### src/rtl/lsu_pkg.sv
`default_nettype none
// ============================================================================
// Module   : lsu_pkg
// Brief    : Shared size codes, state type and legality check for the LSU.
// Revision : 1.0
// ============================================================================
package lsu_pkg;

    localparam logic [3:0] BE_BYTE = 4'b0001;
    localparam logic [3:0] BE_HALF = 4'b0011;
    localparam logic [3:0] BE_WORD = 4'b1111;

    typedef enum logic [1:0] {
        IDLE = 2'd0,
        REQ  = 2'd1,
        WAIT = 2'd2
    } lsu_state_t;

    // A size code is legal only when the access stays inside one aligned word.
    function automatic logic lsu_legal(input logic [3:0] size, input logic [1:0] off);
        case (size)
            BE_BYTE: return 1'b1;
            BE_HALF: return ~off[0];
            BE_WORD: return (off == 2'b00);
            default: return 1'b0;
        endcase
    endfunction

endpackage
`default_nettype wire

### src/rtl/load_store_unit_if.sv
`default_nettype none
// ============================================================================
// Module   : load_store_unit_if
// Brief    : Single-outstanding req/gnt/rvalid data-memory bus.
// Revision : 1.0
// ============================================================================
interface load_store_unit_if #(
    parameter int ADDR_WIDTH = 32
);
    logic                  mem_req_o;
    logic                  mem_we_o;
    logic [3:0]            mem_be_o;
    logic [ADDR_WIDTH-1:0] mem_addr_o;
    logic [31:0]           mem_wdata_o;
    logic                  mem_gnt_i;
    logic                  mem_rvalid_i;
    logic [31:0]           mem_rdata_i;

    modport master (
        output mem_req_o, mem_we_o, mem_be_o, mem_addr_o, mem_wdata_o,
        input  mem_gnt_i, mem_rvalid_i, mem_rdata_i
    );

    modport slave (
        input  mem_req_o, mem_we_o, mem_be_o, mem_addr_o, mem_wdata_o,
        output mem_gnt_i, mem_rvalid_i, mem_rdata_i
    );
endinterface
`default_nettype wire

### src/rtl/load_store_unit_load_extend.sv
`default_nettype none
// ============================================================================
// Module   : load_extend
// Brief    : Selects the addressed byte/half/word from a raw bus word and extends it.
// Revision : 1.0
// ============================================================================
module load_extend
    import lsu_pkg::*;
(
    input  logic [31:0] raw_i,
    input  logic [1:0]  offset_i,
    input  logic [3:0]  size_i,
    input  logic        signed_i,
    output logic [31:0] data_o
);
    logic [31:0] w_shifted;

    assign w_shifted = raw_i >> {offset_i, 3'b000};

    always_comb begin
        data_o = w_shifted;
        case (size_i)
            BE_BYTE: data_o = {{24{signed_i & w_shifted[7]}},  w_shifted[7:0]};
            BE_HALF: data_o = {{16{signed_i & w_shifted[15]}}, w_shifted[15:0]};
            default: data_o = w_shifted;
        endcase
    end
endmodule
`default_nettype wire

### src/rtl/load_store_unit.sv
`default_nettype none
// ============================================================================
// Module   : load_store_unit
// Brief    : RV32I data-side LSU: aligns lanes, runs one bus access, extends loads.
// Revision : 1.0
// ============================================================================
module load_store_unit
    import lsu_pkg::*;
#(
    parameter int ADDR_WIDTH = 32
) (
    input  logic                  clk,
    input  logic                  rst_n,
    input  logic                  req_i,
    input  logic                  wr_en_i,
    input  logic [3:0]            byte_en_i,
    input  logic                  signed_i,
    input  logic [ADDR_WIDTH-1:0] addr_i,
    input  logic [31:0]           wr_data_i,
    output logic                  stall_o,
    output logic                  done_o,
    output logic [31:0]           rd_data_o,
    output logic                  misalign_o,
    load_store_unit_if.master     mem
);
    lsu_state_t r_state, w_state_nxt;

    logic                  r_done;
    logic [31:0]           r_rd_data;
    logic                  r_mem_req;
    logic                  r_we;
    logic [3:0]            r_be;
    logic [ADDR_WIDTH-1:0] r_addr;
    logic [31:0]           r_wdata;
    logic [3:0]            r_size;
    logic [1:0]            r_off;
    logic                  r_signed;

    logic        w_legal;
    logic        w_idle;
    logic        w_accept;
    logic        w_granted;
    logic        w_load_done;
    logic        w_done_set;
    logic [31:0] w_wdata_rep;
    logic [31:0] w_load_data;

    assign w_legal    = lsu_legal(byte_en_i, addr_i[1:0]);
    assign w_idle     = (r_state == IDLE);
    assign misalign_o = req_i & ~w_legal & w_idle;
    // done_o marks the edge where the core advances, so a held request is not a new one.
    assign w_accept   = w_idle & req_i & w_legal & ~r_done;
    assign stall_o    = req_i & ~r_done & ~misalign_o;

    assign done_o          = r_done;
    assign rd_data_o       = r_rd_data;
    assign mem.mem_req_o   = r_mem_req;
    assign mem.mem_we_o    = r_we;
    assign mem.mem_be_o    = r_be;
    assign mem.mem_addr_o  = r_addr;
    assign mem.mem_wdata_o = r_wdata;

    always_comb begin
        w_wdata_rep = wr_data_i;
        case (byte_en_i)
            BE_BYTE: w_wdata_rep = {4{wr_data_i[7:0]}};
            BE_HALF: w_wdata_rep = {2{wr_data_i[15:0]}};
            default: w_wdata_rep = wr_data_i;
        endcase
    end

    load_extend u_load_extend (
        .raw_i    (mem.mem_rdata_i),
        .offset_i (r_off),
        .size_i   (r_size),
        .signed_i (r_signed),
        .data_o   (w_load_data)
    );

    always_ff @(posedge clk or negedge rst_n) begin
        if (!rst_n) r_state <= IDLE;
        else        r_state <= w_state_nxt;
    end

    always_comb begin
        w_state_nxt = r_state;
        w_granted   = 1'b0;
        w_load_done = 1'b0;
        case (r_state)
            IDLE: begin
                if (w_accept) w_state_nxt = REQ;
            end
            REQ: begin
                if (mem.mem_gnt_i) begin
                    w_granted   = 1'b1;
                    w_state_nxt = r_we ? IDLE : WAIT;
                end
            end
            WAIT: begin
                if (mem.mem_rvalid_i) begin
                    w_load_done = 1'b1;
                    w_state_nxt = IDLE;
                end
            end
            default: w_state_nxt = IDLE;
        endcase
        w_done_set = (w_granted & r_we) | w_load_done;
    end

    always_ff @(posedge clk or negedge rst_n) begin
        if (!rst_n) begin
            r_done    <= 1'b0;
            r_rd_data <= '0;
            r_mem_req <= 1'b0;
            r_we      <= 1'b0;
            r_be      <= '0;
            r_addr    <= '0;
            r_wdata   <= '0;
            r_size    <= '0;
            r_off     <= '0;
            r_signed  <= 1'b0;
        end else begin
            r_done <= w_done_set;
            if (w_accept) begin
                r_mem_req <= 1'b1;
                r_we      <= wr_en_i;
                r_be      <= byte_en_i << addr_i[1:0];
                r_addr    <= {addr_i[ADDR_WIDTH-1:2], 2'b00};
                r_wdata   <= w_wdata_rep;
                r_size    <= byte_en_i;
                r_off     <= addr_i[1:0];
                r_signed  <= signed_i;
            end else if (w_granted) begin
                r_mem_req <= 1'b0;
            end
            if (w_load_done) r_rd_data <= w_load_data;
        end
    end
endmodule
`default_nettype wire
### src/flat_wrapper.sv
// flat-port wrapper written by rule: the top's interface ports become plain ports
module load_store_unit_flat import lsu_pkg::*;
#(
    parameter int ADDR_WIDTH = 32
)
  (clk, rst_n, req_i, wr_en_i, byte_en_i, signed_i, addr_i, wr_data_i, stall_o, done_o, rd_data_o, misalign_o, mem_mem_req_o, mem_mem_we_o, mem_mem_be_o, mem_mem_addr_o, mem_mem_wdata_o, mem_mem_gnt_i, mem_mem_rvalid_i, mem_mem_rdata_i);
  load_store_unit_if #(.ADDR_WIDTH(ADDR_WIDTH)) mem_i ();
  input  logic clk;
  input  logic rst_n;
  input  logic req_i;
  input  logic wr_en_i;
  input  logic [3:0] byte_en_i;
  input  logic signed_i;
  input  logic [ADDR_WIDTH-1:0] addr_i;
  input  logic [31:0] wr_data_i;
  output logic stall_o;
  output logic done_o;
  output logic [31:0] rd_data_o;
  output logic misalign_o;
  output wire logic [$bits(mem_i.mem_req_o)-1:0] mem_mem_req_o;
  output wire logic [$bits(mem_i.mem_we_o)-1:0] mem_mem_we_o;
  output wire logic [$bits(mem_i.mem_be_o)-1:0] mem_mem_be_o;
  output wire logic [$bits(mem_i.mem_addr_o)-1:0] mem_mem_addr_o;
  output wire logic [$bits(mem_i.mem_wdata_o)-1:0] mem_mem_wdata_o;
  input wire logic [$bits(mem_i.mem_gnt_i)-1:0] mem_mem_gnt_i;
  input wire logic [$bits(mem_i.mem_rvalid_i)-1:0] mem_mem_rvalid_i;
  input wire logic [$bits(mem_i.mem_rdata_i)-1:0] mem_mem_rdata_i;
  assign mem_mem_req_o = mem_i.mem_req_o;
  assign mem_mem_we_o = mem_i.mem_we_o;
  assign mem_mem_be_o = mem_i.mem_be_o;
  assign mem_mem_addr_o = mem_i.mem_addr_o;
  assign mem_mem_wdata_o = mem_i.mem_wdata_o;
  assign mem_i.mem_gnt_i = mem_mem_gnt_i;
  assign mem_i.mem_rvalid_i = mem_mem_rvalid_i;
  assign mem_i.mem_rdata_i = mem_mem_rdata_i;
  load_store_unit #(.ADDR_WIDTH(ADDR_WIDTH)) u_core (.clk(clk), .rst_n(rst_n), .req_i(req_i), .wr_en_i(wr_en_i), .byte_en_i(byte_en_i), .signed_i(signed_i), .addr_i(addr_i), .wr_data_i(wr_data_i), .stall_o(stall_o), .done_o(done_o), .rd_data_o(rd_data_o), .misalign_o(misalign_o), .mem(mem_i));
endmodule
### config.mk
export PLATFORM = sky130hd
export DESIGN_NAME = load_store_unit_flat
export DESIGN_NICKNAME = d
export VERILOG_FILES = /design/src/rtl/lsu_pkg.sv /design/src/rtl/load_store_unit_if.sv /design/src/rtl/load_store_unit_load_extend.sv /design/src/rtl/load_store_unit.sv /design/src/flat_wrapper.sv
export SDC_FILE = /design/constraint.sdc
export NUM_CORES = 1
export LEC_CHECK = 0
export CAP_MARGIN = 20
export CORE_MARGIN = 2
export CORE_UTILIZATION = 36
export CTS_CLUSTER_SIZE = 30
export DETAILED_ROUTE_END_ITERATION = 12
export DONT_BUFFER_PORTS = 1
export PLACE_DENSITY = 0.46
export REMOVE_ABC_BUFFERS = 1
export SETUP_SLACK_MARGIN = 0.02
export SYNTH_ARGS = -nofsm -noshare
export SYNTH_HDL_FRONTEND = slang
export SYNTH_SLANG_ARGS = --single-unit
export TNS_END_PERCENT = 1
### constraint.sdc
create_clock -name clk -period 2.2 [get_ports clk]
set_clock_uncertainty 0.05 [all_clocks]
set_input_delay 0.22 -clock clk [delete_from_list [all_inputs] [get_ports clk]]
set_output_delay 0.22 -clock clk [all_outputs]
set_load 0.01 [all_outputs]
==> impl_metrics.tcl, run 1 <==
set metrics [dict create \
    post_drt_wl_per_cell_um 19.2 \
    hold_class "primary input to async pin" \
    drive_gt1_share_pct 25.1 \
    maxSlewViolCount 0 \
    antenna_found_initial 1 \
    ys_top_cells_by_area "dfrtp_1, mux2_2, mux2i_1" \
    yosysSeqAreaShare_pct 53.5 \
    cp_top_family "compound AO/OA/AOI/OAI gates" \
    critPathKind "register to register" \
    power_frac_comb_pct 21.3 \
    fin_crit_ps 1860 \
    grt_pass1_wl_um 20100 \
    arrival_ps 2040 \
    cp_max_fo 12 \
    netlist_area_mm2 0.00515 \
    crit_path_end_kind "register" \
    io_pins 212 \
    hold_violations 110 \
    status "finished, violations left" \
    yosysWarningCount 0 \
    grt_start_max_net_pins 111 \
    wirelength_um 13100 \
    fin_crit_sh_pct 84.3 \
    crit_path_max_incr_delay_ps 550 \
    firstDrtPassIters 4 \
    rsz0062_at_grt "false" \
    grt_pass1_vias 3587 \
    synth_common_cells "dfrtp_1, mux2_2, nor2_1" \
    synth_top_area_share_pct 53.5 \
    violations "hold timing" \
    syn_to_final_growth_pct 21.6 \
    cts_setup_buffers 0 \
    root_buffer "clkbuf_16" \
    groute.usage.overall_pct 17.3 \
    syn_inst 441 \
    vias 3455 \
    instances_no_fill 682 \
    dieArea_mm2 0.0153 \
    fp.dieW_um 124 \
    synth-seq-cells 110 \
    hpwlAfterDp_um 8940 \
    cts_tree "yes" \
    die_y_um 124 \
    drc 0 \
    cts_max_path_buffers 2 \
    cts.sinks 110 \
    yosys.area.top_type "dfrtp_1" \
    p_int_mw 4.61 \
    clk_pin_slew_ps 70 \
    powerDensity_mw_per_mm2 1110 \
    port_buffers 0 \
    critPathSlowestCell "mux4_2" \
    hold_slack_ps -481 \
    cts.repair.resized 0 \
    clk_latency_ps 340 \
    start_util_pct 36.9 \
    numCtsBuffers 9 \
    holdBufCountCts 56 \
    asyncSetResetFlopFracSynth_pct 100 \
    p_total_mw 6.97 \
    ant_nets 0 \
    ys.flop_type "dfrtp_1" \
    setup_viol 0 \
    grt-ovfl-total 0 \
    drtIter0Drc 141 \
    synthMostInstantiatedCell "dfrtp_1" \
    pwr-share-clk_pct 25.5 \
    fill_cells 1323 \
    leakagePower_nw 2.68 \
    coreArea_mm2 0.0139 \
    row_count 43 \
    startpoint_type "register" \
    postSynthAreaPerCell_um2 11.7 \
    path_cells "mux4_2, a41oi_4, a21boi_4, buf_12, a21oi_1" \
    max_cap_violations 0 \
    peakVddDrop_v 0.000352 \
    seqPwrFrac_pct 53.2 \
    fmax_mhz 539 \
    post_synth_num_cell_types 34 \
    routabilityCongestion 0.754 \
    h-tree-depth 3 \
    critPathBufInv 1 \
    viasPerCell 5.07 \
    netSwitchingPower_mw 2.36 \
    switching_share_pct 33.9 \
    dp.cells 610 \
    synth_edf_count 0 \
    fin_nets 604 \
    antenna_cells 0 \
    worstPathRequired_ps 2380 \
]
[cell type report]
cell class	count	area (um^2)	area share, %
sequential	110	2750	44.0
multi-input combinational	296	2230	35.6
timing repair buffer	71	698	11.1
clock buffer	11	243	3.88
tap	180	225	3.60
clock inverter	5	81.3	1.30
inverter	9	33.8	0.539
[final timing paths]
kind	from	end	slack, ps	cells past startpoint
min in group clk	wr_data_i[28]	u_core.mem.mem_wdata_o[28]	50	2
min	rst_n	u_core.rd_data_o[13]	-480	0
max reg2reg	u_core.r_off[1]	u_core.rd_data_o[18]	340	5
max in group asynchronous	rst_n	u_core.mem.mem_addr_o[12]	2410	0
max	u_core.r_off[1]	u_core.rd_data_o[18]	340	5
min reg2reg	u_core.r_size[0]	u_core.r_size[0]	430	1
[layout by cell type (no fill, tap or decap), types with 2 or more instances in the layout]
master	n
a21oi_1	32
and2_1	7
and3_1	3
buf_12	2
buf_4	13
bufinv_16	2
clkbuf_16	9
conb_1	2
dfrtp_1	110
dlygate4sd3_1	56
inv_1	9
mux2_2	89
mux2i_1	33
nand2_1	38
nand2b_1	3
nor2_1	43
nor2b_1	3
nor3b_1	3
o21ai_0	24
or2_2	2
[state kept, by name, summed over array words and instances (netlist names)]
register / flops
u_core.rd_data_o: 32
u_core.r_signed: 1
u_core.mem.mem_req_o: 1
u_core.mem.mem_addr_o: 30
u_core.r_off: 2
u_core.done_o: 1
u_core.mem.mem_we_o: 1
u_core.r_size: 4
u_core.mem.mem_wdata_o: 32
u_core.r_state: 2
u_core.mem.mem_be_o: 4
[routing by layer]
layer	part of all wire (%)	GRT usage (%)	vias up
li1	-	-	1623
met1	39	21.5	1695
met2	50	28.8	127
met3	9.1	5.36	10
met4	1.2	5.54	0
met5	0	0	-
[worst reg2reg max path: cells and delay by family, from the launching register on]
family	cells	cell delay (ps)
compound gates	3	620
buf+inv	1	170
mux	1	550
flops	1	370
[power groups by stage]
stage | registers (mW) | clock network (mW) | logic [mW]
after floorplan | 3.60 | 0 | 1.05
after global placement | 3.76 | 0 | 1.37
after detailed placement | 3.76 | 0 | 1.41
after CTS | 3.74 | 1.85 | 1.50
after global routing | 3.82 | 1.92 | 1.68
final | 3.71 | 1.78 | 1.48
[logic make-up (layout without fill, tap and decap cells)]
logic type | Yosys count | in the layout | synth area share [%]
AO/OA/AOI/OAI | 63 | 63 | 7.12
buffers and inverters | 36 | 96 | 3.50
flip-flops | 110 | 110 | 53.5
multiplexers | 123 | 123 | 26.3
AND/OR/NAND/NOR | 108 | 108 | 9.53
other | 1 | 2 | 0.0728
[through the flow]
step	util (%)	instance area, um^2	TNS, ps	worst slack [ps]
finish	44.9	6260	0	345
global route	44.9	6260	0	262
detailed placement	38.6	5380	0	334
global placement	38.6	5380	0	346
CTS	44.9	6260	0	329
floorplan	-	5010	-257310	-3360
No activity file was read; power rests on OpenSTA's default activity.
==> run 2, diff against run 1 <==
Clock period 2.2 ns to 1.82 ns, I/O delays scaled along.
==> impl_metrics.tcl, run 2 (synthesized netlist as in run 1, its figures left out) <==
set metrics [dict create \
    status "finished, violations left" \
    violations "hold timing" \
    port_buffers 0 \
    coreArea_mm2 0.0139 \
    fill_cells 1311 \
    final_core_util_pct 45.4 \
    worstPathRequired_ps 2000 \
    hold_slack_ps -526 \
    multiInputGateArea_mm2 0.00223 \
    max_cap_violations 0 \
    antenna_cells 0 \
    hold_violations 110 \
    slew_headroom_pct 62.9 \
    numCtsBuffers 9 \
    drc 0 \
    drive_gt1_share_pct 25.4 \
    regArea_mm2 0.00275 \
    critPathKind "register to register" \
    hold_class "primary input to async pin" \
    ant_nets 0 \
    start_util_pct 36.9 \
    cts.sinks 110 \
    antenna_found_initial 1 \
    powerDensity_mw_per_mm2 1340 \
    setup_viol 0 \
    wirelength_um 13600 \
    die_y_um 124 \
    fin_nets 609 \
    maxSlewViolCount 0 \
    cts_tree "yes" \
    firstDrtPassIters 4 \
    fin_crit_sh_pct 95.8 \
    viasPerCell 5.09 \
    post-place-ws_ps -30.1 \
    reg2reg_depth 5 \
    cts_setup_buffers 0 \
    routabilityCongestion 0.768 \
    finalInstanceArea_mm2 0.00633 \
    drtIter0Drc 148 \
    final_common_cell "dfrtp_1" \
    row_count 43 \
    grt_pass1_wl_um 20800 \
    layout_setup_ws_ps 76.4 \
    rsz0062_at_grt "true" \
    fmax_mhz 574 \
    holdBufCountCts 58 \
    hpwlAfterDp_um 9090 \
    clk_pin_slew_ps 70 \
    worst_pin_slew_ps 554 \
    dpl-instance-area_mm2 0.00541 \
    arrival_ps 1930 \
    vias 3496 \
    p_total_mw 8.49 \
    peakVddDrop_v 0.000473 \
    syn_to_final_growth_pct 22.9 \
    h-tree-depth 3 \
    cp_max_fo 16 \
    startpoint_type "register" \
    grt_start_max_net_pins 111 \
    clk_latency_ps 340 \
    post_drt_wl_per_cell_um 19.9 \
    fin_crit_ps 1740 \
    root_buffer "clkbuf_16" \
    cts_max_path_buffers 2 \
    grt_pass1_vias 3747 \
    fp.dieW_um 124 \
    layout_common_cells "dfrtp_1, mux2_2, dlygate4sd3_1, nor2_1, nand2_1" \
    groute.usage.overall_pct 18.1 \
    leakagePower_nw 2.70 \
    crit_path_end_kind "register" \
    grt-ovfl-total 0 \
    dieArea_mm2 0.0153 \
    io_pins 212 \
]
-- run 2: cell count changes in the layout (fill, tap and decap cells not counted), sizes merged --
cell / change
clkinv: -1
dlygate4sd3: +2
inv: -1
clkinvlp: +2
buf: +3
-- run 2: critical path, cell delays in order, from the launching register on --
cell and delay (ps):
dfrtp_1 380, mux4_2 570, a41oi_4 170, a21boi_4 220
buf_12 160, a21oi_1 70
-- run 2: worst paths after layout --
kind | start | end | slack, ps
worst max-delay path | u_core.r_off[1] | u_core.rd_data_o[20] | 80
worst min-delay path | rst_n | u_core.mem.mem_be_o[3] | -530
worst max register to register | u_core.r_off[1] | u_core.rd_data_o[20] | 80
worst min register to register | u_core.r_size[0] | u_core.r_size[0] | 430
max in group asynchronous | rst_n | u_core.mem.mem_addr_o[7] | 2040
min in group clk | wr_data_i[26] | u_core.mem.mem_wdata_o[26] | 20
-- run 2: stage by stage --
step,TNS (ps),std cells
2_1_floorplan,-291190,415
5_1_grt,-63.2,687
6_report,0,687
3_5_place_dp,-286,613
4_1_cts,0,687
3_3_place_gp,0,613
-- run 2: what timing repair did --
action,CTS,global route
pin swaps,1,0
gates resized for setup,0,2
hold endpoints to repair,167,110
setup endpoints to repair,16,25
-- run 2: layer usage --
metal / up-vias / share of wire (%) / global-route usage [%]
met4: 0 / 2.4 / 7.67
met1: 1697 / 39 / 21.7
met5: - / 0 / 0
li1: 1648 / - / -
met3: 18 / 8.2 / 5.45
met2: 133 / 50 / 30.3
-- run 2: area by class of cell --
type                       instances  area share, %
inverter                           9          0.534
clock inverter                     5           1.31
multi-input combinational        296           35.2
tap                              180           3.56
timing repair buffer              76           12.0
sequential                       110           43.5
clock buffer                      11           3.84
-- run 2: report_power, final --
part	switching, mW	total [mW]	internal, mW
Clock	0.903	2.15	1.25
Combinational	0.840	1.83	0.994
Sequential	1.15	4.50	3.35
==> run 3, diff against run 2 <==
Settings changed: CAP_MARGIN 20 to 25.
==> results of run 3 <==
The final DEF is identical to that of run 2; final timing and power are the same.
